[src/rtl/mc_control_fsm_pkg.sv]
// Shared types and encodings for the multi-cycle CPU control FSM:
// phase states, instruction classes, opcode/funct values and datapath select codes.
package mc_ctrl_pkg;

    typedef enum logic [2:0] {
        ST_IF   = 3'd0,
        ST_ID   = 3'd1,
        ST_EX   = 3'd2,
        ST_MEM  = 3'd3,
        ST_WB   = 3'd4,
        ST_TRAP = 3'd5
    } state_t;

    typedef enum logic [2:0] {
        CLS_RTYPE   = 3'd0,
        CLS_ADDI    = 3'd1,
        CLS_LW      = 3'd2,
        CLS_SW      = 3'd3,
        CLS_BEQ     = 3'd4,
        CLS_J       = 3'd5,
        CLS_ILLEGAL = 3'd6
    } instr_class_t;

    localparam logic [5:0] OP_RTYPE = 6'b000000;
    localparam logic [5:0] OP_ADDI  = 6'b001000;
    localparam logic [5:0] OP_LW    = 6'b100011;
    localparam logic [5:0] OP_SW    = 6'b101011;
    localparam logic [5:0] OP_BEQ   = 6'b000100;
    localparam logic [5:0] OP_J     = 6'b000010;

    localparam logic [5:0] FN_ADD = 6'b100000;
    localparam logic [5:0] FN_SUB = 6'b100010;
    localparam logic [5:0] FN_AND = 6'b100100;
    localparam logic [5:0] FN_OR  = 6'b100101;
    localparam logic [5:0] FN_SLT = 6'b101010;

    localparam logic [2:0] ALU_ADD = 3'b000;
    localparam logic [2:0] ALU_SUB = 3'b001;
    localparam logic [2:0] ALU_AND = 3'b010;
    localparam logic [2:0] ALU_OR  = 3'b011;
    localparam logic [2:0] ALU_SLT = 3'b100;

    // One-hot datapath select encodings; all-zero means "not used this cycle".
    localparam logic [1:0] LORD_NONE       = 2'b00;
    localparam logic [1:0] LORD_PC         = 2'b01;
    localparam logic [1:0] LORD_ALUOUT     = 2'b10;
    localparam logic [1:0] REGDST_NONE     = 2'b00;
    localparam logic [1:0] REGDST_RT       = 2'b01;
    localparam logic [1:0] REGDST_RD       = 2'b10;
    localparam logic [1:0] MEMTOREG_NONE   = 2'b00;
    localparam logic [1:0] MEMTOREG_ALUOUT = 2'b01;
    localparam logic [1:0] MEMTOREG_MDR    = 2'b10;
    localparam logic [1:0] SRCA_NONE       = 2'b00;
    localparam logic [1:0] SRCA_PC         = 2'b01;
    localparam logic [1:0] SRCA_A          = 2'b10;
    localparam logic [3:0] SRCB_NONE       = 4'b0000;
    localparam logic [3:0] SRCB_B          = 4'b0001;
    localparam logic [3:0] SRCB_FOUR       = 4'b0010;
    localparam logic [3:0] SRCB_BRANCH     = 4'b0100;
    localparam logic [3:0] SRCB_IMM        = 4'b1000;
    localparam logic [2:0] PCSRC_NONE      = 3'b000;
    localparam logic [2:0] PCSRC_ALU       = 3'b001;
    localparam logic [2:0] PCSRC_ALUOUT    = 3'b010;
    localparam logic [2:0] PCSRC_JUMP      = 3'b100;

    localparam logic [1:0] CAUSE_NONE    = 2'b00;
    localparam logic [1:0] CAUSE_ILLEGAL = 2'b01;
    localparam logic [1:0] CAUSE_TIMEOUT = 2'b10;

    function automatic logic [4:0] phase_onehot(input state_t s);
        case (s)
            ST_IF:   return 5'b00001;
            ST_ID:   return 5'b00010;
            ST_EX:   return 5'b00100;
            ST_MEM:  return 5'b01000;
            ST_WB:   return 5'b10000;
            default: return 5'b00000;
        endcase
    endfunction

endpackage

[src/rtl/mc_control_fsm_if.sv]
// Control bus between the control FSM (master) and the datapath (slave):
// IR fields and flags in, mux selects, strobes and status out.
interface mc_control_fsm_if #(
    parameter int CNT_W = 32
);
    logic [5:0]       op;
    logic [5:0]       irfunc;
    logic             zero;
    logic             mem_ready;
    logic [4:0]       p;
    logic [1:0]       lorD;
    logic [1:0]       RegDst;
    logic [1:0]       MemtoReg;
    logic [1:0]       AluSrcA;
    logic [3:0]       AluSrcB;
    logic [2:0]       PCSource;
    logic [2:0]       alu_op;
    logic             mem_req;
    logic             mem_we;
    logic             ir_we;
    logic             pc_we;
    logic             reg_we;
    logic             retire;
    logic [CNT_W-1:0] retired_cnt;
    logic             trap;
    logic [1:0]       trap_cause;

    modport master (
        input  op, irfunc, zero, mem_ready,
        output p, lorD, RegDst, MemtoReg, AluSrcA, AluSrcB, PCSource, alu_op,
        output mem_req, mem_we, ir_we, pc_we, reg_we, retire,
        output retired_cnt, trap, trap_cause
    );

    modport slave (
        output op, irfunc, zero, mem_ready,
        input  p, lorD, RegDst, MemtoReg, AluSrcA, AluSrcB, PCSource, alu_op,
        input  mem_req, mem_we, ir_we, pc_we, reg_we, retire,
        input  retired_cnt, trap, trap_cause
    );
endinterface

[src/rtl/mc_instr_decode.sv]
// Combinational instruction classifier: maps op/irfunc to an instruction class,
// the R-type ALU operation and an illegal-encoding flag.
module mc_instr_decode
    import mc_ctrl_pkg::*;
(
    input  logic [5:0]   op,
    input  logic [5:0]   irfunc,
    output instr_class_t instr_class,
    output logic [2:0]   r_alu_op,
    output logic         illegal
);

    // Unknown opcodes and unknown R-type functs both fall through to CLS_ILLEGAL.
    always_comb begin
        instr_class = CLS_ILLEGAL;
        r_alu_op    = ALU_ADD;
        case (op)
            OP_RTYPE: begin
                instr_class = CLS_RTYPE;
                case (irfunc)
                    FN_ADD:  r_alu_op = ALU_ADD;
                    FN_SUB:  r_alu_op = ALU_SUB;
                    FN_AND:  r_alu_op = ALU_AND;
                    FN_OR:   r_alu_op = ALU_OR;
                    FN_SLT:  r_alu_op = ALU_SLT;
                    default: instr_class = CLS_ILLEGAL;
                endcase
            end
            OP_ADDI: instr_class = CLS_ADDI;
            OP_LW:   instr_class = CLS_LW;
            OP_SW:   instr_class = CLS_SW;
            OP_BEQ:  instr_class = CLS_BEQ;
            OP_J:    instr_class = CLS_J;
            default: instr_class = CLS_ILLEGAL;
        endcase
    end

    assign illegal = (instr_class == CLS_ILLEGAL);

endmodule

[src/rtl/mc_control_fsm.sv]
// Multi-cycle CPU control FSM: sequences IF/ID/EX/MEM/WB, drives datapath selects
// and strobes, handles memory wait timeout, sticky trap and retired-instruction count.
module mc_control_fsm
    import mc_ctrl_pkg::*;
#(
    parameter int CNT_W       = 32,
    parameter int TO_W        = 8,
    parameter int MEM_TIMEOUT = 255
) (
    input logic              clk,
    input logic              rst,
    mc_control_fsm_if.master bus
);

    localparam bit              TO_EN      = (MEM_TIMEOUT != 0);
    localparam int              TO_LIMIT_I = (MEM_TIMEOUT > 0) ? MEM_TIMEOUT - 1 : 0;
    localparam logic [TO_W-1:0] TO_LIMIT   = TO_W'(TO_LIMIT_I);

    state_t           state_q, state_d;
    logic [TO_W-1:0]  to_cnt_q, to_cnt_d;
    logic [CNT_W-1:0] retired_cnt_q, retired_cnt_d;
    logic [1:0]       trap_cause_q, trap_cause_d;

    instr_class_t instr_class;
    logic [2:0]   r_alu_op;
    logic         illegal;

    logic       waiting, timeout_hit;
    logic [1:0] lord_sel, reg_dst_sel, mem_to_reg_sel, src_a_sel;
    logic [3:0] src_b_sel;
    logic [2:0] pc_src_sel, alu_sel;
    logic       mem_req_c, mem_we_c, ir_we_c, pc_we_c, reg_we_c, retire_c;

    mc_instr_decode u_decode (
        .op          (bus.op),
        .irfunc      (bus.irfunc),
        .instr_class (instr_class),
        .r_alu_op    (r_alu_op),
        .illegal     (illegal)
    );

    // The timeout fires on the stall cycle that would bring the counter to MEM_TIMEOUT.
    assign waiting     = ((state_q == ST_IF) || (state_q == ST_MEM)) && !bus.mem_ready;
    assign timeout_hit = TO_EN && waiting && (to_cnt_q == TO_LIMIT);

    always_ff @(posedge clk or posedge rst) begin
        if (rst) begin
            state_q       <= ST_IF;
            to_cnt_q      <= '0;
            retired_cnt_q <= '0;
            trap_cause_q  <= CAUSE_NONE;
        end else begin
            state_q       <= state_d;
            to_cnt_q      <= to_cnt_d;
            retired_cnt_q <= retired_cnt_d;
            trap_cause_q  <= trap_cause_d;
        end
    end

    always_comb begin
        state_d        = state_q;
        trap_cause_d   = trap_cause_q;
        lord_sel       = LORD_NONE;
        reg_dst_sel    = REGDST_NONE;
        mem_to_reg_sel = MEMTOREG_NONE;
        src_a_sel      = SRCA_NONE;
        src_b_sel      = SRCB_NONE;
        pc_src_sel     = PCSRC_NONE;
        alu_sel        = ALU_ADD;
        mem_req_c      = 1'b0;
        mem_we_c       = 1'b0;
        ir_we_c        = 1'b0;
        pc_we_c        = 1'b0;
        reg_we_c       = 1'b0;
        retire_c       = 1'b0;
        case (state_q)
            ST_IF: begin
                mem_req_c  = 1'b1;
                lord_sel   = LORD_PC;
                src_a_sel  = SRCA_PC;
                src_b_sel  = SRCB_FOUR;
                pc_src_sel = PCSRC_ALU;
                if (bus.mem_ready) begin
                    ir_we_c = 1'b1;
                    pc_we_c = 1'b1;
                    state_d = ST_ID;
                end else if (timeout_hit) begin
                    state_d      = ST_TRAP;
                    trap_cause_d = CAUSE_TIMEOUT;
                end
            end
            ST_ID: begin
                src_a_sel = SRCA_PC;
                src_b_sel = SRCB_BRANCH;
                if (instr_class == CLS_J) begin
                    pc_we_c    = 1'b1;
                    pc_src_sel = PCSRC_JUMP;
                    retire_c   = 1'b1;
                    state_d    = ST_IF;
                end else if (illegal) begin
                    state_d      = ST_TRAP;
                    trap_cause_d = CAUSE_ILLEGAL;
                end else begin
                    state_d = ST_EX;
                end
            end
            ST_EX: begin
                src_a_sel = SRCA_A;
                case (instr_class)
                    CLS_RTYPE: begin
                        src_b_sel = SRCB_B;
                        alu_sel   = r_alu_op;
                        state_d   = ST_WB;
                    end
                    CLS_ADDI: begin
                        src_b_sel = SRCB_IMM;
                        state_d   = ST_WB;
                    end
                    CLS_LW, CLS_SW: begin
                        src_b_sel = SRCB_IMM;
                        state_d   = ST_MEM;
                    end
                    CLS_BEQ: begin
                        src_b_sel  = SRCB_B;
                        alu_sel    = ALU_SUB;
                        pc_src_sel = PCSRC_ALUOUT;
                        pc_we_c    = bus.zero;
                        retire_c   = 1'b1;
                        state_d    = ST_IF;
                    end
                    default: begin
                        state_d      = ST_TRAP;
                        trap_cause_d = CAUSE_ILLEGAL;
                    end
                endcase
            end
            ST_MEM: begin
                mem_req_c = 1'b1;
                lord_sel  = LORD_ALUOUT;
                mem_we_c  = (instr_class == CLS_SW);
                if (bus.mem_ready) begin
                    if (instr_class == CLS_SW) begin
                        retire_c = 1'b1;
                        state_d  = ST_IF;
                    end else begin
                        state_d = ST_WB;
                    end
                end else if (timeout_hit) begin
                    state_d      = ST_TRAP;
                    trap_cause_d = CAUSE_TIMEOUT;
                end
            end
            ST_WB: begin
                reg_we_c = 1'b1;
                retire_c = 1'b1;
                state_d  = ST_IF;
                case (instr_class)
                    CLS_RTYPE: begin
                        reg_dst_sel    = REGDST_RD;
                        mem_to_reg_sel = MEMTOREG_ALUOUT;
                    end
                    CLS_LW: begin
                        reg_dst_sel    = REGDST_RT;
                        mem_to_reg_sel = MEMTOREG_MDR;
                    end
                    default: begin
                        reg_dst_sel    = REGDST_RT;
                        mem_to_reg_sel = MEMTOREG_ALUOUT;
                    end
                endcase
            end
            ST_TRAP: state_d = ST_TRAP;
            default: state_d = ST_IF;
        endcase
    end

    // Wait counter saturates rather than wrapping so a disabled timeout never aliases back to zero.
    always_comb begin
        to_cnt_d = '0;
        if (waiting && (state_d == state_q)) begin
            to_cnt_d = (to_cnt_q == '1) ? to_cnt_q : to_cnt_q + TO_W'(1);
        end
    end

    assign retired_cnt_d = retire_c ? retired_cnt_q + CNT_W'(1) : retired_cnt_q;

    assign bus.p           = phase_onehot(state_q);
    assign bus.lorD        = lord_sel;
    assign bus.RegDst      = reg_dst_sel;
    assign bus.MemtoReg    = mem_to_reg_sel;
    assign bus.AluSrcA     = src_a_sel;
    assign bus.AluSrcB     = src_b_sel;
    assign bus.PCSource    = pc_src_sel;
    assign bus.alu_op      = alu_sel;
    assign bus.mem_req     = mem_req_c & ~rst;
    assign bus.mem_we      = mem_we_c & ~rst;
    assign bus.ir_we       = ir_we_c & ~rst;
    assign bus.pc_we       = pc_we_c & ~rst;
    assign bus.reg_we      = reg_we_c & ~rst;
    assign bus.retire      = retire_c & ~rst;
    assign bus.retired_cnt = retired_cnt_q;
    assign bus.trap        = (state_q == ST_TRAP);
    assign bus.trap_cause  = trap_cause_q;

endmodule

[src/flat_wrapper.sv]
// flat-port wrapper written by rule: the top's interface ports become plain ports
module mc_control_fsm_flat import mc_ctrl_pkg::*;
#(
    parameter int CNT_W       = 32,
    parameter int TO_W        = 8,
    parameter int MEM_TIMEOUT = 255
)
  (clk, rst, bus_op, bus_irfunc, bus_zero, bus_mem_ready, bus_p, bus_lorD, bus_RegDst, bus_MemtoReg, bus_AluSrcA, bus_AluSrcB, bus_PCSource, bus_alu_op, bus_mem_req, bus_mem_we, bus_ir_we, bus_pc_we, bus_reg_we, bus_retire, bus_retired_cnt, bus_trap, bus_trap_cause);
  mc_control_fsm_if #(.CNT_W(CNT_W)) bus_i ();
  input logic clk;
  input logic rst;
  input wire logic [$bits(bus_i.op)-1:0] bus_op;
  input wire logic [$bits(bus_i.irfunc)-1:0] bus_irfunc;
  input wire logic [$bits(bus_i.zero)-1:0] bus_zero;
  input wire logic [$bits(bus_i.mem_ready)-1:0] bus_mem_ready;
  output wire logic [$bits(bus_i.p)-1:0] bus_p;
  output wire logic [$bits(bus_i.lorD)-1:0] bus_lorD;
  output wire logic [$bits(bus_i.RegDst)-1:0] bus_RegDst;
  output wire logic [$bits(bus_i.MemtoReg)-1:0] bus_MemtoReg;
  output wire logic [$bits(bus_i.AluSrcA)-1:0] bus_AluSrcA;
  output wire logic [$bits(bus_i.AluSrcB)-1:0] bus_AluSrcB;
  output wire logic [$bits(bus_i.PCSource)-1:0] bus_PCSource;
  output wire logic [$bits(bus_i.alu_op)-1:0] bus_alu_op;
  output wire logic [$bits(bus_i.mem_req)-1:0] bus_mem_req;
  output wire logic [$bits(bus_i.mem_we)-1:0] bus_mem_we;
  output wire logic [$bits(bus_i.ir_we)-1:0] bus_ir_we;
  output wire logic [$bits(bus_i.pc_we)-1:0] bus_pc_we;
  output wire logic [$bits(bus_i.reg_we)-1:0] bus_reg_we;
  output wire logic [$bits(bus_i.retire)-1:0] bus_retire;
  output wire logic [$bits(bus_i.retired_cnt)-1:0] bus_retired_cnt;
  output wire logic [$bits(bus_i.trap)-1:0] bus_trap;
  output wire logic [$bits(bus_i.trap_cause)-1:0] bus_trap_cause;
  assign bus_i.op = bus_op;
  assign bus_i.irfunc = bus_irfunc;
  assign bus_i.zero = bus_zero;
  assign bus_i.mem_ready = bus_mem_ready;
  assign bus_p = bus_i.p;
  assign bus_lorD = bus_i.lorD;
  assign bus_RegDst = bus_i.RegDst;
  assign bus_MemtoReg = bus_i.MemtoReg;
  assign bus_AluSrcA = bus_i.AluSrcA;
  assign bus_AluSrcB = bus_i.AluSrcB;
  assign bus_PCSource = bus_i.PCSource;
  assign bus_alu_op = bus_i.alu_op;
  assign bus_mem_req = bus_i.mem_req;
  assign bus_mem_we = bus_i.mem_we;
  assign bus_ir_we = bus_i.ir_we;
  assign bus_pc_we = bus_i.pc_we;
  assign bus_reg_we = bus_i.reg_we;
  assign bus_retire = bus_i.retire;
  assign bus_retired_cnt = bus_i.retired_cnt;
  assign bus_trap = bus_i.trap;
  assign bus_trap_cause = bus_i.trap_cause;
  mc_control_fsm #(.CNT_W(CNT_W), .TO_W(TO_W), .MEM_TIMEOUT(MEM_TIMEOUT)) u_core (.clk(clk), .rst(rst), .bus(bus_i));
endmodule
[config.mk]
export PLATFORM = sky130hd
export DESIGN_NAME = mc_control_fsm_flat
export DESIGN_NICKNAME = d
export VERILOG_FILES = /design/src/rtl/mc_control_fsm_pkg.sv /design/src/rtl/mc_control_fsm_if.sv /design/src/rtl/mc_instr_decode.sv /design/src/rtl/mc_control_fsm.sv /design/src/flat_wrapper.sv
export SDC_FILE = /design/constraint.sdc
export NUM_CORES = 1
export LEC_CHECK = 0
export CORE_AREA = 2 2 71 87
export DETAILED_ROUTE_END_ITERATION = 10
export DIE_AREA = 0 0 73 89
export GPL_ROUTABILITY_DRIVEN = 0
export PLACE_DENSITY_LB_ADDON = 0.3
export RECOVER_POWER = 25
export SLEW_MARGIN = 10
export SYNTH_ARGS = -nofsm -noshare
export SYNTH_HDL_FRONTEND = slang
export SYNTH_HIERARCHICAL = 1
export SYNTH_SLANG_ARGS = --single-unit
[constraint.sdc]
create_clock -name clk -period 7.7 [get_ports clk]
set_input_delay 1.54 -clock clk [delete_from_list [all_inputs] [get_ports clk]]
set_output_delay 1.54 -clock clk [all_outputs]
set_load 0.02 [all_outputs]
; Yosys cells after proc, flatten, opt, wreduce, memory -nomap -nowiden
; Index checks and enable logic that the tools add are counted.
[op_classes]
n_mux = 46
n_bitwise = 7
add_sub_neg = 2
reduce_logical = 18
eq_ne = 30
[op_table]
columns = operator, n
row1 = == test 6 bit (second input constant), 7
row2 = adder 32 x 1 -> 32 bit (second input constant), 1
row3 = 2-to-1 mux 3 bit, 10
row4 = one-hot mux 5 bit (5 select lines), 1
row5 = 2-to-1 mux 2 bit, 10
row6 = one-hot mux 3 bit (3 select lines), 2
row7 = one-hot mux 3 bit (6 select lines), 1
row8 = == test 8 bit (second input constant), 2
row9 = 2-to-1 mux 8 bit, 2
row10 = == test 3 bit (second input constant), 5
row11 = one-hot mux 3 bit (5 select lines), 1
row12 = == test 3 x 2 -> 1 bit (second input constant), 4
row13 = one-hot mux 3 bit (4 select lines), 1
row14 = one-hot mux 4 bit (3 select lines), 1
row15 = 2-to-1 mux 1 bit, 10
row16 = OR reduction 2 bit, 5
row17 = OR reduction 5 bit, 2
row18 = adder 8 x 1 -> 8 bit (second input constant), 1
row19 = != test 2 bit (second input constant), 4
row20 = one-hot mux 2 bit (2 select lines), 2
row21 = one-hot mux 4 bit (2 select lines), 1
row22 = bitwise AND 1 bit, 6
row23 = == test 3 x 1 -> 1 bit (second input constant), 2
row24 = == test 6 x 2 -> 1 bit (second input constant), 1
row25 = other kinds (17), 21
[word_totals]
wordCells = 107
reg_bits = 45
out_inout_bits = 64
in_bits = 16

; Depth between registers and ports, before layout
[depth]
word_depth = 11
depth_mapped = 11
depth_no_buf = 8

; By module
; The synthesis kept the hierarchy.
[by_module_without_submodules]
columns = module, cells_per_inst, area_each_um2, seq_area_each_um2, instances
row1 = mc_control_fsm, 264, 2577.5, 1126.1, 1
row2 = mc_instr_decode, 34, 241.5, 0.0, 1

; Least setup slack after synthesis
; OpenSTA, ideal clock, no wires.
[synth_path]
kind = input to output
startpoint = in bus_op[1]
endpoint = out bus_pc_we
required_ps = 6160
path_buffers = 1
stages = 8
t_arrival_ps = 4011
path_slack_ps = 2149
cell_sequence = clkbuf_1 > a2111o_1 > a31oi_4 > o211ai_2 > nand3b_1 > nor2_1 > a221oi_1 > a2111oi_1
[synth_via]
elab_chain_cells = 6
word_cells_on_any_way = 13
cone_classes = 7 x eq/ne / 4 x mux / 1 x bitwise / 1 x reduce/logical
[synth_rtl]
columns = item, line_no
row1 = "start, declared", flat_wrapper.sv:12  ; input wire logic [$bits(bus_i.op)-1:0] bus_op;
row2 = == test 6 x 2 -> 1 bit (tied with other cells), mc_instr_decode.sv:17  ; case (op)
row3 = one-hot mux 3 bit (6 select lines) (*), mc_instr_decode.sv:17
row4 = via u_core.instr_class[1], mc_control_fsm.sv:24  ; instr_class_t instr_class;
row5 = "== test 3 bit, on equally long branches", "mc_control_fsm.sv:109, mc_control_fsm.sv:95"
row6 = "2-to-1 mux 1 bit, on equally long branches", "mc_control_fsm.sv:109, mc_control_fsm.sv:95"
row7 = one-hot mux 1 bit (3 select lines) (*), mc_control_fsm.sv:76  ; case (state_q)
row8 = bitwise AND 1 bit (*), mc_control_fsm.sv:198  ; assign bus.pc_we = pc_we_c & ~rst;
row9 = "end, declared", flat_wrapper.sv:27  ; output wire logic [$bits(bus_i.pc_we)-1:0] bus_pc_we;
; Mark *: on every way through the listed nets, which the timed path passes. The rest lies on a longest branch.

; Worst setup path in the final report
[layout_path]
startpoint = in bus_op[0]
endpoint = out bus_retire
[layout_via]
elab_chain_cells = 7
word_cells_on_any_way = 16
cone_classes = 8 x eq/ne / 6 x mux / 1 x bitwise / 1 x reduce/logical
[layout_rtl]
columns = item, line_no
row1 = == test 6 x 2 -> 1 bit (tied with other cells), mc_instr_decode.sv:17
row2 = one-hot mux 3 bit (6 select lines) (*), mc_instr_decode.sv:17
row3 = via u_core.instr_class[2], mc_control_fsm.sv:24
row4 = == test 3 x 2 -> 1 bit, mc_control_fsm.sv:142  ; if (instr_class == CLS_SW) begin
row5 = 2-to-1 mux 1 bit, mc_control_fsm.sv:142
row6 = 2-to-1 mux 1 bit, mc_control_fsm.sv:141  ; if (bus.mem_ready) begin
row7 = one-hot mux 1 bit (4 select lines) (*), mc_control_fsm.sv:76
row8 = bitwise AND 1 bit (*), mc_control_fsm.sv:200  ; assign bus.retire = retire_c & ~rst;
row9 = "end, declared", flat_wrapper.sv:29  ; output wire logic [$bits(bus_i.retire)-1:0] bus_retire;
; Marks and branches as above.

==> reports/qor.yml <==
status: "finished with violations"
violations: "capacitance limit, slew limit"
antenna_found_initial: 0
power.share.switching_pct: 36.1
die_h_um: 89
dp_hpwl_mm: 4.52
internal_power_mw: 0.505
synth.largest_area_cell: "dfrtp_1"
antenna_left: 0
diodes: 0
regArea_um2: 1130
yosysWarnings: 6
fin_crit_sh_pct: 85.0
grt_max_degree: 48
vias: 2463
clockRootBuffer: "clkbuf_8"
cts_tree: "built"
synth_seq_cells: 45
slew_headroom_pct: -59.7
mostFrequentLayoutCell: "clkdlybuf4s50_1"
crit_type: "input port to output pin"
synth_area_leaders: "dfrtp_1 (40%), xor2_1 (6.5%), nor3_2 (4.6%)"
io_pins: 80
die_area_um2: 6500
hold_class: "flip-flop to flip-flop"
power.leakage_nw: 1.59
worst_pin_slew_ps: 2400
seq_area_frac_synth_pct: 39.9
switchingPower_mw: 0.285
cts_inserted_buffers: 5
synth-async-reset-ratio_pct: 100
cts.sinks: 45
drt_iter0_drc: 81
syn_avg_cell_area_um2: 9.46
drive_gt1_share_pct: 10.5
synth_top_area_share_pct: 39.9
cts_resized: 0
grt_pass1_vias: 2391
finalInstanceArea_um2: 3740
place.port_buffers: 79
powerDensity_nw_per_um2: 212
row_count: 30
postCtsHoldBufs: 0
drc: 0
start_kind: "input port"
comb_power_share_pct: 38.1
r2r_slack_ps: 5480
layout_common_cells: "clkdlybuf4s50_1 (78), dfrtp_1 (45), nor2_1 (31)"
postSynthCellCount: 298
syn_nets: 317
synth_edf_count: 0
maxCapViolations: 1
crit_arrival_ps: 5000
whs_ps: 469
crit_fanout: 14
post_drt_wl_per_cell_um: 14.2
ys_types: 58
worst_clock_skew_ps: 6.36
multi_input_area_um2: 1540
finalWirelength_mm: 6.21
p_clk_share_pct: 23.3
path_clk_slew_ps: 90
die_x_um: 73
clock_latency_ps: 290
irDropWorstVdd_uv: 168
placed_area_um2: 3620
maxSlewViolCount: 48
ys.flop_type: "dfrtp_1"
fin_setup_tns_ps: 0
seqPwrFrac_pct: 38.6
fillers: 468
rsz0062_at_grt: "no"
start_util_pct: 50.4
final_nets: 390
drt_first_pass_iters: 4
syn_to_final_growth_pct: 32.5
vias_per_cell: 5.65
fin_crit_ps: 6540
finalHoldViolations: 0
grt_first_pass_wirelength_mm: 10.6
cts-htree-levels: 2
setup_viol_count_final: 0
timing.fmax_mhz: 153
cp-end-kind: "output pin"
design.core.area_um2: 5590
clockBufferDepth: 2
crit_required_ps: 6160
post_cts_buffers: 0
netlist_area_um2: 2820
grt_usage_pct: 20.2
grt-ovfl-total: 0
-- stage by stage --
| stage | power, mW | worst slack [ps] | std cells | utilization [%] |
|---|---|---|---|---|
| global placement | 0.607 | 1260 | 428 | 64.7 |
| finish | 0.791 | 1160 | 436 | 66.8 |
| global route | 0.833 | 615 | 436 | 66.8 |
| CTS | 0.800 | 1160 | 436 | 66.9 |
| detailed placement | 0.612 | 1170 | 428 | 64.7 |
| floorplan | 0.494 | 2150 | 298 | - |
-- cells in the mapped netlist, drive strengths merged, types with 2 or more instances --
library cell  number
nor4               4
and3               8
a31oi              2
inv               17
xnor2             13
nand4b             3
nand3             11
a211oi             5
and4               4
buf                8
or3                3
o211ai             2
clkbuf             7
nor3              27
nor2b              6
nand2b             4
nand3b             5
dfrtp             45
nor3b              3
or3b               3
o21ai              6
and2               3
nand4             12
nand2             17
mux2               2
ha                 3
nor2              31
a21oi              7
o22ai              2
xor2              21
-- final timing paths --
path                                              end                        from  cells after the start
max in group asynchronous   u_core/bus.retired_cnt[3]                         rst                      3
min in group asynchronous    u_core/bus.trap_cause[0]                         rst                      3
setup reg to reg           u_core/bus.retired_cnt[24]           u_core/state_q[1]                      5
setup / recovery                           bus_retire                   bus_op[0]                      9
hold reg to reg            u_core/bus.retired_cnt[31]  u_core/bus.retired_cnt[31]                      1
hold / removal             u_core/bus.retired_cnt[31]  u_core/bus.retired_cnt[31]                      1
-- critical path, cell delays in order --
cell	delay (ps)
clkdlybuf4s50_1	510
or4_4	590
a31oi_4	220
nand3_1	360
nand3b_1	320
o21ai_1	330
or2_1	340
and2_1	170
clkdlybuf4s50_1	610
-- metal layers --
| layer | track usage [%] | up-vias | wire length [um] |
|---|---|---|---|
| met1 | 24.9 | 1183 | 2700 |
| met2 | 34.4 | 80 | 3090 |
| li1 | - | 1198 | - |
| met3 | 4.62 | 2 | 372 |
| met5 | 0 | - | 0 |
| met4 | 7.74 | 0 | 40 |
-- registers in the layout, indices dropped and copies added, names as in the netlist --
name,cells
u_core/bus.retired_cnt,32
u_core/bus.trap_cause,2
u_core/state_q,3
u_core/to_cnt_q,8
-- cell families after synthesis --
kind of cell,count (synthesis),synth area share [%]
and+or+nand+nor,148,32.3
DFF,45,39.9
AOI/OAI and AO/OA,34,9.76
xor gates and xnor gates,34,10.6
buffers and inverters,32,5.28
adders and majority gates,3,1.33
muxes,2,0.799
-- power by group through the flow --
stage	Clock (mW)	Combinational (mW)	Sequential, mW
detailed placement	0	0.304	0.308
finish	0.184	0.301	0.305
global placement	0	0.300	0.308
floorplan	0	0.194	0.300
CTS	0.191	0.305	0.304
global route	0.196	0.325	0.311
-- cell type report --
type,instances,area share (%)
timing repair buffer,81,21.5
inverter,17,1.71
tap,64,2.14
clock inverter,2,1.00
clock buffer,6,2.21
multi-input combinational,221,41.3
sequential,45,30.1
No activity file was read; power rests on OpenSTA's default activity.
